--- src/rtl/layer2_window_fetch.sv ---
// rtl/layer2_window_fetch.sv - streams 3x3x8 conv windows from layer-1 memory as 5 two-tap beats
module layer2_window_fetch #(
    parameter int IN_DIM    = 14,
    parameter int K         = 3,
    parameter int ROW_PITCH = 56,
    parameter int COL_PITCH = 2,
    parameter int ADDR_W    = 10
) (
    input  logic              clk,
    input  logic              rst,
    input  logic              start,
    input  logic              mem_busy,
    output logic              mem_load,
    output logic [ADDR_W-1:0] mem_addr1,
    output logic [ADDR_W-1:0] mem_addr2,
    input  logic [63:0]       mem_data1,
    input  logic [63:0]       mem_data2,
    output logic              win_valid,
    input  logic              win_ready,
    output logic [63:0]       win_tap_a,
    output logic [63:0]       win_tap_b,
    output logic              win_tap_b_en,
    output logic [3:0]        win_row,
    output logic [3:0]        win_col,
    output logic [2:0]        win_beat,
    output logic              win_last,
    output logic              busy,
    output logic              done
);

    localparam int OUT_DIM = IN_DIM - K + 1;
    localparam logic [3:0] LAST_RC   = 4'(OUT_DIM - 1);
    localparam logic [2:0] LAST_BEAT = 3'd4;

    typedef enum logic [1:0] {S_IDLE, S_FETCH, S_DRAIN, S_DONE} state_t;

    state_t      state_q, state_d;
    logic [3:0]  row_q, row_d, col_q, col_d;
    logic [2:0]  beat_q, beat_d;
    logic        inflight_q, inflight_d;
    logic [3:0]  pend_row_q, pend_row_d, pend_col_q, pend_col_d;
    logic [2:0]  pend_beat_q, pend_beat_d;
    logic        pend_last_q, pend_last_d;

    logic [63:0] fifo_a_q [2];
    logic [63:0] fifo_a_d [2];
    logic [63:0] fifo_b_q [2];
    logic [63:0] fifo_b_d [2];
    logic        fifo_ben_q [2];
    logic        fifo_ben_d [2];
    logic [3:0]  fifo_row_q [2];
    logic [3:0]  fifo_row_d [2];
    logic [3:0]  fifo_col_q [2];
    logic [3:0]  fifo_col_d [2];
    logic [2:0]  fifo_beat_q [2];
    logic [2:0]  fifo_beat_d [2];
    logic        fifo_last_q [2];
    logic        fifo_last_d [2];
    logic        wr_ptr_q, wr_ptr_d, rd_ptr_q, rd_ptr_d;
    logic [1:0]  count_q, count_d;

    logic        pop, push, last_issue, pend_ben;
    logic [2:0]  occ;
    logic [3:0]  tap_a_idx, tap_b_idx;
    logic [ADDR_W-1:0] addr_a, addr_b;

    // Pixel address of tap t in window (r,c): pixel (r+t/K, c+t%K)
    function automatic logic [ADDR_W-1:0] tap_addr(input logic [3:0] r, input logic [3:0] c,
                                                   input logic [3:0] t);
        int pr;
        int pc;
        pr = int'(r) + int'(t) / K;
        pc = int'(c) + int'(t) % K;
        return ADDR_W'(ROW_PITCH * pr + COL_PITCH * pc);
    endfunction

    // Issue decision, tap addresses and FIFO head presentation
    always_comb begin
        win_valid    = (count_q != 2'd0);
        pop          = win_valid && win_ready;
        push         = inflight_q;
        occ          = {1'b0, count_q} + {2'b00, inflight_q} - {2'b00, pop};
        mem_load     = (state_q == S_FETCH) && !mem_busy && (occ < 3'd2);
        last_issue   = (row_q == LAST_RC) && (col_q == LAST_RC) && (beat_q == LAST_BEAT);
        tap_a_idx    = {beat_q, 1'b0};
        tap_b_idx    = (beat_q == LAST_BEAT) ? tap_a_idx : tap_a_idx + 4'd1;
        addr_a       = tap_addr(row_q, col_q, tap_a_idx);
        addr_b       = tap_addr(row_q, col_q, tap_b_idx);
        mem_addr1    = mem_load ? addr_a : '0;
        mem_addr2    = mem_load ? addr_b : '0;
        pend_ben     = (pend_beat_q != LAST_BEAT);
        win_tap_a    = fifo_a_q[rd_ptr_q];
        win_tap_b    = fifo_b_q[rd_ptr_q];
        win_tap_b_en = fifo_ben_q[rd_ptr_q];
        win_row      = fifo_row_q[rd_ptr_q];
        win_col      = fifo_col_q[rd_ptr_q];
        win_beat     = fifo_beat_q[rd_ptr_q];
        win_last     = fifo_last_q[rd_ptr_q];
        busy         = (state_q != S_IDLE);
        done         = (state_q == S_DONE);
    end

    // Next-state: sweep FSM, issue counters, in-flight tag and return FIFO
    always_comb begin
        state_d     = state_q;
        row_d       = row_q;
        col_d       = col_q;
        beat_d      = beat_q;
        inflight_d  = mem_load;
        pend_row_d  = mem_load ? row_q : pend_row_q;
        pend_col_d  = mem_load ? col_q : pend_col_q;
        pend_beat_d = mem_load ? beat_q : pend_beat_q;
        pend_last_d = mem_load ? last_issue : pend_last_q;
        fifo_a_d    = fifo_a_q;
        fifo_b_d    = fifo_b_q;
        fifo_ben_d  = fifo_ben_q;
        fifo_row_d  = fifo_row_q;
        fifo_col_d  = fifo_col_q;
        fifo_beat_d = fifo_beat_q;
        fifo_last_d = fifo_last_q;
        wr_ptr_d    = wr_ptr_q;
        rd_ptr_d    = rd_ptr_q;
        count_d     = count_q + {1'b0, push} - {1'b0, pop};

        case (state_q)
            S_IDLE: begin
                if (start) begin
                    state_d = S_FETCH;
                    row_d   = '0;
                    col_d   = '0;
                    beat_d  = '0;
                end
            end
            S_FETCH: begin
                if (mem_load) begin
                    if (beat_q == LAST_BEAT) begin
                        beat_d = '0;
                        if (col_q == LAST_RC) begin
                            col_d = '0;
                            row_d = (row_q == LAST_RC) ? 4'd0 : row_q + 4'd1;
                        end else begin
                            col_d = col_q + 4'd1;
                        end
                    end else begin
                        beat_d = beat_q + 3'd1;
                    end
                    if (last_issue) begin
                        state_d = S_DRAIN;
                    end
                end
            end
            S_DRAIN: begin
                // Leave as the final beat is accepted so done follows it by one cycle
                if (!inflight_q && ((count_q == 2'd0) || ((count_q == 2'd1) && pop))) begin
                    state_d = S_DONE;
                end
            end
            default: begin
                state_d = S_IDLE;
            end
        endcase

        // Returned data always lands; the issue rule guarantees a free slot
        if (push) begin
            fifo_a_d[wr_ptr_q]    = mem_data1;
            fifo_b_d[wr_ptr_q]    = pend_ben ? mem_data2 : 64'd0;
            fifo_ben_d[wr_ptr_q]  = pend_ben;
            fifo_row_d[wr_ptr_q]  = pend_row_q;
            fifo_col_d[wr_ptr_q]  = pend_col_q;
            fifo_beat_d[wr_ptr_q] = pend_beat_q;
            fifo_last_d[wr_ptr_q] = pend_last_q;
            wr_ptr_d              = ~wr_ptr_q;
        end
        if (pop) begin
            rd_ptr_d = ~rd_ptr_q;
        end
    end

    // State registers; reset aborts any sweep and discards in-flight data
    always_ff @(posedge clk or posedge rst) begin
        if (rst) begin
            state_q     <= S_IDLE;
            row_q       <= '0;
            col_q       <= '0;
            beat_q      <= '0;
            inflight_q  <= 1'b0;
            pend_row_q  <= '0;
            pend_col_q  <= '0;
            pend_beat_q <= '0;
            pend_last_q <= 1'b0;
            wr_ptr_q    <= 1'b0;
            rd_ptr_q    <= 1'b0;
            count_q     <= '0;
            for (int i = 0; i < 2; i++) begin
                fifo_a_q[i]    <= '0;
                fifo_b_q[i]    <= '0;
                fifo_ben_q[i]  <= 1'b0;
                fifo_row_q[i]  <= '0;
                fifo_col_q[i]  <= '0;
                fifo_beat_q[i] <= '0;
                fifo_last_q[i] <= 1'b0;
            end
        end else begin
            state_q     <= state_d;
            row_q       <= row_d;
            col_q       <= col_d;
            beat_q      <= beat_d;
            inflight_q  <= inflight_d;
            pend_row_q  <= pend_row_d;
            pend_col_q  <= pend_col_d;
            pend_beat_q <= pend_beat_d;
            pend_last_q <= pend_last_d;
            wr_ptr_q    <= wr_ptr_d;
            rd_ptr_q    <= rd_ptr_d;
            count_q     <= count_d;
            fifo_a_q    <= fifo_a_d;
            fifo_b_q    <= fifo_b_d;
            fifo_ben_q  <= fifo_ben_d;
            fifo_row_q  <= fifo_row_d;
            fifo_col_q  <= fifo_col_d;
            fifo_beat_q <= fifo_beat_d;
            fifo_last_q <= fifo_last_d;
        end
    end

endmodule

--- config.mk ---
export PLATFORM = sky130hd
export DESIGN_NAME = layer2_window_fetch
export DESIGN_NICKNAME = d
export VERILOG_FILES = /design/src/rtl/layer2_window_fetch.sv
export SDC_FILE = /design/constraint.sdc
export NUM_CORES = 1
export LEC_CHECK = 0
export ABC_AREA = 1
export CELL_PAD_IN_SITES_DETAIL_PLACEMENT = 1
export CELL_PAD_IN_SITES_GLOBAL_PLACEMENT = 1
export CORE_ASPECT_RATIO = 1.75
export CORE_MARGIN = 3
export CORE_UTILIZATION = 41
export CTS_BUF_LIST = sky130_fd_sc_hd__clkbuf_4 sky130_fd_sc_hd__clkbuf_8
export DETAILED_ROUTE_END_ITERATION = 8
export GPL_TIMING_DRIVEN = 0
export PLACE_DENSITY = 0.91
export SYNTH_ARGS = -nofsm -noshare
export SYNTH_HDL_FRONTEND = slang
export SYNTH_SLANG_ARGS = --single-unit
--- constraint.sdc ---
create_clock -name clk -period 12.6 [get_ports clk]
set_clock_uncertainty 0.05 [all_clocks]
set_input_delay 3.15 -clock clk [delete_from_list [all_inputs] [get_ports clk]]
set_output_delay 3.15 -clock clk [all_outputs]
set_load 0.05 [all_outputs]
==> results.toml, run 1 <==
[synth]
synthTopCellsByArea = "dfrtp_1 (48%), nand2_1 (15%), o21ai_0 (9.9%), ha_1 (5.0%), mux2_2 (4.9%)"
yosysTopAreaCell = "dfrtp_1"
synth_cells = 1914
syn_avg_cell_area_sq_um = 8.46
synthArstFlopShare = 1.00
ys_warn_count = 0
synth_top_area_frac = 0.482
synth_cell_types = 55
synth_edf_count = 0
synthFlopType = "dfrtp_1"
ys_ff_latch = 312
synth_area_sq_um = 16200
synth_most_common_cell = "nand2_1"
synth_commonest_cells = "nand2_1 (648), o21ai_0 (321), dfrtp_1 (312)"
yosysSeqAreaShare = 0.482

[timing]
slew_violations = 0
hold_viol_final = 0
setup_violations = 0
tightest_slew_ns = 1.17
rsz0062_at_grt = "no"
fmax_ghz = 0.0862
whs_ns = 0.434
finalCritPeriodShare = 0.921
fin_crit_ns = 11.60
relSlewSlack = 0.216

[placed_design]
gp_congestion = 0.899
portBuffers = 295
hpwl_mm = 43.7
place_area_sq_um = 19800

[worst_setup_path]
setup.worst_path.start_class = "register"
cp.arrival_ns = 8.40
cp_max_fo = 9
cpMaxStageDelayCell = "clkdlybuf4s50_1"
crit_type = "reg2out"
critPathRequiredTime_ns = 9.40
cp_common_cell = "nand2_1"
rr_worst_depth = 20
critPathCaptureType = "output port"
slowest_delay_ns = 0.81

[clock_network]
hold_buffers = 0
clock_sinks = 312
numCtsBuffers = 46
cts_setup_buffers = 0
cts_max_path_buffers = 3
h-tree-depth = 2
cts_tree = "built"
clk_pin_slew_worst_paths_ns = 0.07
insertion_delay_ns = 0.58
cts-root-buf = "clkbuf_8"
post_cts_resized = 0

[grt]
grt_max_degree = 97
grt_pass1_wl_mm = 93.3
grt-ovfl-total = 0
antenna_found_initial = 13
grt_pass1_vias = 17172
grt_use_total = 0.282

[power_and_ir_drop]
vdd_ir_drop_max_uv = 161
total_power_mw = 6.44
cellPowerDensity_nw_per_um2 = 309
power.leakage_nw = 10.3

[layout]
finish.net_count = 2472
area_delta_synth_final_pct = 28.8
drive_above_1_share = 0.0941
final_area_sq_um = 20900
final_util = 0.538

[detailed_routing]
wl_per_cell_um = 21.5
drc = 0
drt_iter0_markers = 605
routed_wl_mm = 60.0
drt_pass1_iterations = 5
viasPerCell = 5.43
ant_nets = 0
vias = 15165

[die]
coreArea_sq_um = 38700
start_util = 0.418
die_w_um = 156
dieArea_sq_um = 42000
die_height_um = 269
pin_count = 298
core.rowCount = 95

[job]
maxCapViolCount = 0

[worst_hold_path]
hold_class = "reg2reg"
holdPathStages = 2

[outcome]
status = "complete, no violations"
==> critical path: cells and delay by family (launching register included) <==
kind | cells | cell delay (ns)
adder cells (fa/ha/maj) | 9 | 2.83
AND/OR/NAND/NOR | 20 | 2.30
buffers and inverters | 6 | 1.38
flip-flops | 1 | 0.57
AO/OA/AOI/OAI | 2 | 0.41
XOR/XNOR | 2 | 0.36
==> power by group <==
group	leakage (nW)	internal (mW)	switching [mW]	total [mW]
logic	6.20	1.17	2.63	3.80
clock network	0.525	0.474	0.410	0.885
registers	3.58	1.47	0.281	1.76
total	10.3	3.12	3.32	6.44
==> flip-flops by register name, indices dropped and copies added (netlist names), 2 cells and up <==
register and count:
beat_q 3, col_q 4, count_q 2, fifo_a_q 128, fifo_b_q 128, fifo_beat_q 6, fifo_ben_q 2, fifo_col_q 8
fifo_last_q 2, fifo_row_q 8, pend_beat_q 3, pend_col_q 4, pend_row_q 4, row_q 4, state_q 2
==> cell families (layout without fill, tap and decap cells) <==
| kind of cell | after synthesis | after routing | synth area share |
|---|---|---|---|
| adders and majority gates | 78 | 78 | 0.0663 |
| other | 1 | 15 | 0.000232 |
| and+or+nand+nor | 776 | 776 | 0.202 |
| xor gates and xnor gates | 29 | 29 | 0.0161 |
| muxes | 71 | 71 | 0.0493 |
| DFF | 312 | 312 | 0.482 |
| buffers and inverters | 275 | 656 | 0.0658 |
| AOI/OAI and AO/OA | 372 | 372 | 0.118 |
==> final timing paths <==
kind                                 from              to  slack [ns]
setup / recovery                beat_q[0]    mem_addr2[9]         1.0
setup reg to reg               count_q[1]        row_q[3]        8.86
hold / removal             fifo_beat_q[2]  fifo_beat_q[2]        0.43
max in group asynchronous             rst    fifo_b_q[48]        8.32
min in group asynchronous             rst    fifo_a_q[30]        2.97
hold reg to reg            fifo_beat_q[2]  fifo_beat_q[2]        0.43
==> cell usage in the layout, fill, tap and decap left out, drive strengths merged, types with 8 or more instances in the layout <==
cell type / synthesis / routed
a21oi: 34 / 34
buf: 10 / 13
clkbuf: 88 / 160
clkdlybuf4s50: 0 / 295
clkinv: 2 / 10
dfrtp: 312 / 312
diode: 0 / 13
fa: 13 / 13
ha: 65 / 65
inv: 175 / 175
mux2: 70 / 70
nand2: 662 / 662
nand3: 40 / 40
nand4: 8 / 8
nor2: 48 / 48
o21ai: 324 / 324
xnor2: 10 / 10
xor2: 19 / 19
==> per-layer routing <==
metal | wire length, um | GRT usage | up-vias | part of all wire
met1 | 20500 | 0.286 | 7598 | 0.34
met4 | 4730 | 0.198 | 0 | 0.079
met3 | 2320 | 0.0334 | 228 | 0.039
met5 | 0 | 0 | - | 0
met2 | 32500 | 0.529 | 501 | 0.54
li1 | - | - | 6838 | -
==> area by class of cell <==
class,count,area (sq um)
plain buffers,98,388
clock inverters,11,85.1
inverters,177,686
multi-input cells,1328,7320
repair buffers,298,3040
well taps,485,607
fillers,4580,17900
diodes,13,32.5
flip-flops and latches,312,7810
clock buffers,72,897
==> metrics by stage <==
stage	std cells	setup TNS (ns)	worst slack [ns]
3_5_place_dp	2698	0	1.62
5_1_grt	2794	0	0.446
3_3_place_gp	2695	-799.72	-2.59
6_report	2794	0	0.997
4_1_cts	2781	0	0.952
2_1_floorplan	1915	0	0.771
(Power assumes the default switching activity.)
==> inputs of run 2 (changes only) <==
--- a/config.mk
+++ b/config.mk
@@ -12,6 +12,7 @@
 export CORE_MARGIN = 3
 export CORE_UTILIZATION = 41
 export CTS_BUF_LIST = sky130_fd_sc_hd__clkbuf_4 sky130_fd_sc_hd__clkbuf_8
+export CTS_CLUSTER_DIAMETER = 60
 export DETAILED_ROUTE_END_ITERATION = 8
 export GPL_TIMING_DRIVEN = 0
 export PLACE_DENSITY = 0.91
==> results of run 2 <==
Same layout as run 1: the final DEF is identical, and so are final timing and power.
==> inputs of run 3 (changes only) <==
==> config.mk (replaced) <==
export PLATFORM = sky130hd
export DESIGN_NAME = layer2_window_fetch
export DESIGN_NICKNAME = d
export VERILOG_FILES = /design/src/rtl/layer2_window_fetch.sv
export SDC_FILE = /design/constraint.sdc
export NUM_CORES = 1
export LEC_CHECK = 0
export ABC_AREA = 1
export CELL_PAD_IN_SITES_DETAIL_PLACEMENT = 2
export CELL_PAD_IN_SITES_GLOBAL_PLACEMENT = 2
export CORE_ASPECT_RATIO = 1.75
export CORE_MARGIN = 3
export CORE_UTILIZATION = 35
export CTS_BUF_LIST = sky130_fd_sc_hd__clkbuf_4 sky130_fd_sc_hd__clkbuf_8
export CTS_CLUSTER_DIAMETER = 60
export DETAILED_ROUTE_END_ITERATION = 8
export GPL_TIMING_DRIVEN = 0
export PLACE_DENSITY = 0.95
export SYNTH_ARGS = -nofsm -noshare
export SYNTH_HDL_FRONTEND = slang
export SYNTH_SLANG_ARGS = --single-unit
==> constraint.sdc (replaced) <==
create_clock -name clk -period 14.2 [get_ports clk]
set_clock_uncertainty 0.05 [all_clocks]
set_input_delay 3.55 -clock clk [delete_from_list [all_inputs] [get_ports clk]]
set_output_delay 3.55 -clock clk [all_outputs]
set_load 0.05 [all_outputs]
==> results.toml, run 3 (synthesis results as in run 1) <==
[power_and_ir_drop]
vdd_ir_drop_max_uv = 185
power.internal_mw = 2.80
sw_frac_of_total = 0.533
cellPowerDensity_nw_per_um2 = 285
total_power_mw = 5.99
pwr-share-comb = 0.591
power_switching_mw = 3.19
power.leakage_nw = 10.3
p_clk_frac = 0.140
power_frac_seq = 0.269

[timing]
fmax_ghz = 0.0807
finalCritPeriodShare = 0.873
whs_ns = 0.444
setup_violations = 0
relSlewSlack = 0.315
rsz0062_at_grt = "no"
fin_tns_setup_ns = 0
final.setup.worst_slack_ns = 1.81
tightest_slew_ns = 1.03
slew_violations = 0
hold_viol_final = 0
fin_crit_ns = 12.39

[detailed_routing]
wl_met3_mm = 2.69
top_layer_used = "met4"
viasPerCell = 5.41
drt_pass1_iterations = 7
drt_iter0_markers = 846
routed_wl_mm = 75.8
wl_met1_mm = 25.5
routed-wl-met2_mm = 41.1
wl_per_cell_um = 26.2
drc = 0
vias = 15646
ant_nets = 0

[layout]
largestRegisters = "fifo_a_q x128, fifo_b_q x128"
finish.net_count = 2472
final_common_cell = "nand2_1"
layout_common_cells = "nand2_1 (648), o21ai_0 (321), dfrtp_1 (312)"
final_util = 0.462
area_delta_synth_final_pct = 29.8
drive_above_1_share = 0.0949

[worst_hold_path]
hold_class = "reg2reg"
worstHoldStart = "fifo_b_q[66]"
holdPathStages = 2
holdPathEnd = "fifo_b_q[66]"

[die]
start_util = 0.356
dieArea_sq_um = 49000
coreArea_sq_um = 45500
die_w_um = 169
core.rowCount = 103
die_height_um = 291
pin_count = 298

[placed_design]
gp_congestion = 0.872
dp_slack_ns = 2.43
portBuffers = 295
hpwl_mm = 52.1

[clock_network]
clk_pin_slew_worst_paths_ns = 0.07
numCtsBuffers = 46
cts-root-buf = "clkbuf_8"
clock_sinks = 312
cts_setup_buffers = 0
insertion_delay_ns = 0.58
cts_tree = "built"
h-tree-depth = 2
post_cts_resized = 0
cts_max_path_buffers = 3
hold_buffers = 0

[job]
maxCapViolCount = 0

[grt]
grt-ovfl-total = 0
antenna_found_initial = 18
grt_pass1_wl_mm = 112
grt_pass1_vias = 18758
grt_use_total = 0.297
grt_max_degree = 114

[worst_setup_path]
critPathCaptureType = "output port"
rr_worst_depth = 20
regToRegEndpoint = "row_q[3]"
rrSetupSlack_ns = 10.10
critPathRequiredTime_ns = 10.60
cp_common_cell = "nand2_1"
setup.worst_path.start_class = "register"
crit-reg2reg-launch = "count_q[1]"
path_delay_family = "adder cells"
startpoint = "beat_q[0]"
cp.arrival_ns = 8.79
slowest_delay_ns = 0.82
cp_max_fo = 9
cpMaxStageDelayCell = "clkdlybuf4s50_1"
crit_type = "reg2out"
path_buf_inv = 6

[outcome]
status = "complete, no violations"
==> run 3: changes by cell type in the layout (fill, tap and decap cells not counted), sizes merged <==
cell	previous run	this run
diode	13	18
clkinvlp	2	1
inv	175	176
clkbuf	160	162
clkinv	10	9
bufinv	1	2
==> run 3: power groups by stage <==
stage          Clock, mW  Sequential [mW]  Combinational (mW)
2_1_floorplan          0             1.47                2.19
3_3_place_gp           0             1.52                3.25
3_5_place_dp           0             1.58                3.44
4_1_cts            0.848             1.59                3.53
5_1_grt            0.891             1.65                3.76
6_report           0.836             1.61                3.54
==> run 3: per-layer routing <==
metal	track usage	vias to the layer above
met4	0.211	0
met2	0.563	543
met5	0	-
met1	0.291	7954
met3	0.0384	296
li1	-	6853
==> run 3: how the worst max path moves through the flow <==
| stage | cells after the start | slack (ns) | endpoint |
|---|---|---|---|
| 6_report | 38 | 1.81 | mem_addr2[9] |
| 3_5_place_dp | 38 | 2.43 | mem_addr2[9] |
| 4_1_cts | 38 | 1.75 | mem_addr2[9] |
| 3_3_place_gp | 2 | -1.67 | fifo_b_q[118] |
| 2_1_floorplan | 1 | 1.97 | beat_q[0] |
| 5_1_grt | 38 | 1.23 | mem_addr2[9] |
==> run 3: tightest hold or removal path: stages, from the launching register on <==
cell and delay, ns:
dfrtp_1 0.34, nand2_1 0.05, o21ai_0 0.06
==> run 3: per-stage QoR <==
step	cells	cell area [sq um]
after floorplan	1915	16200
after global placement	2787	19900
after detailed placement	2789	19900
after CTS	2874	21000
after global routing	2893	21000
final	2893	21000
==> run 3: final cells by class <==
cell class	count	area [sq um]
Buffer	98	388
Multi-Input combinational cell	1328	7320
Clock buffer	74	912
Sequential cell	312	7810
Timing Repair Buffer	298	3020
Tap cell	577	722
Inverter	177	686
Clock inverter	11	118
Antenna cell	18	45.0
Fill cell	5059	24500
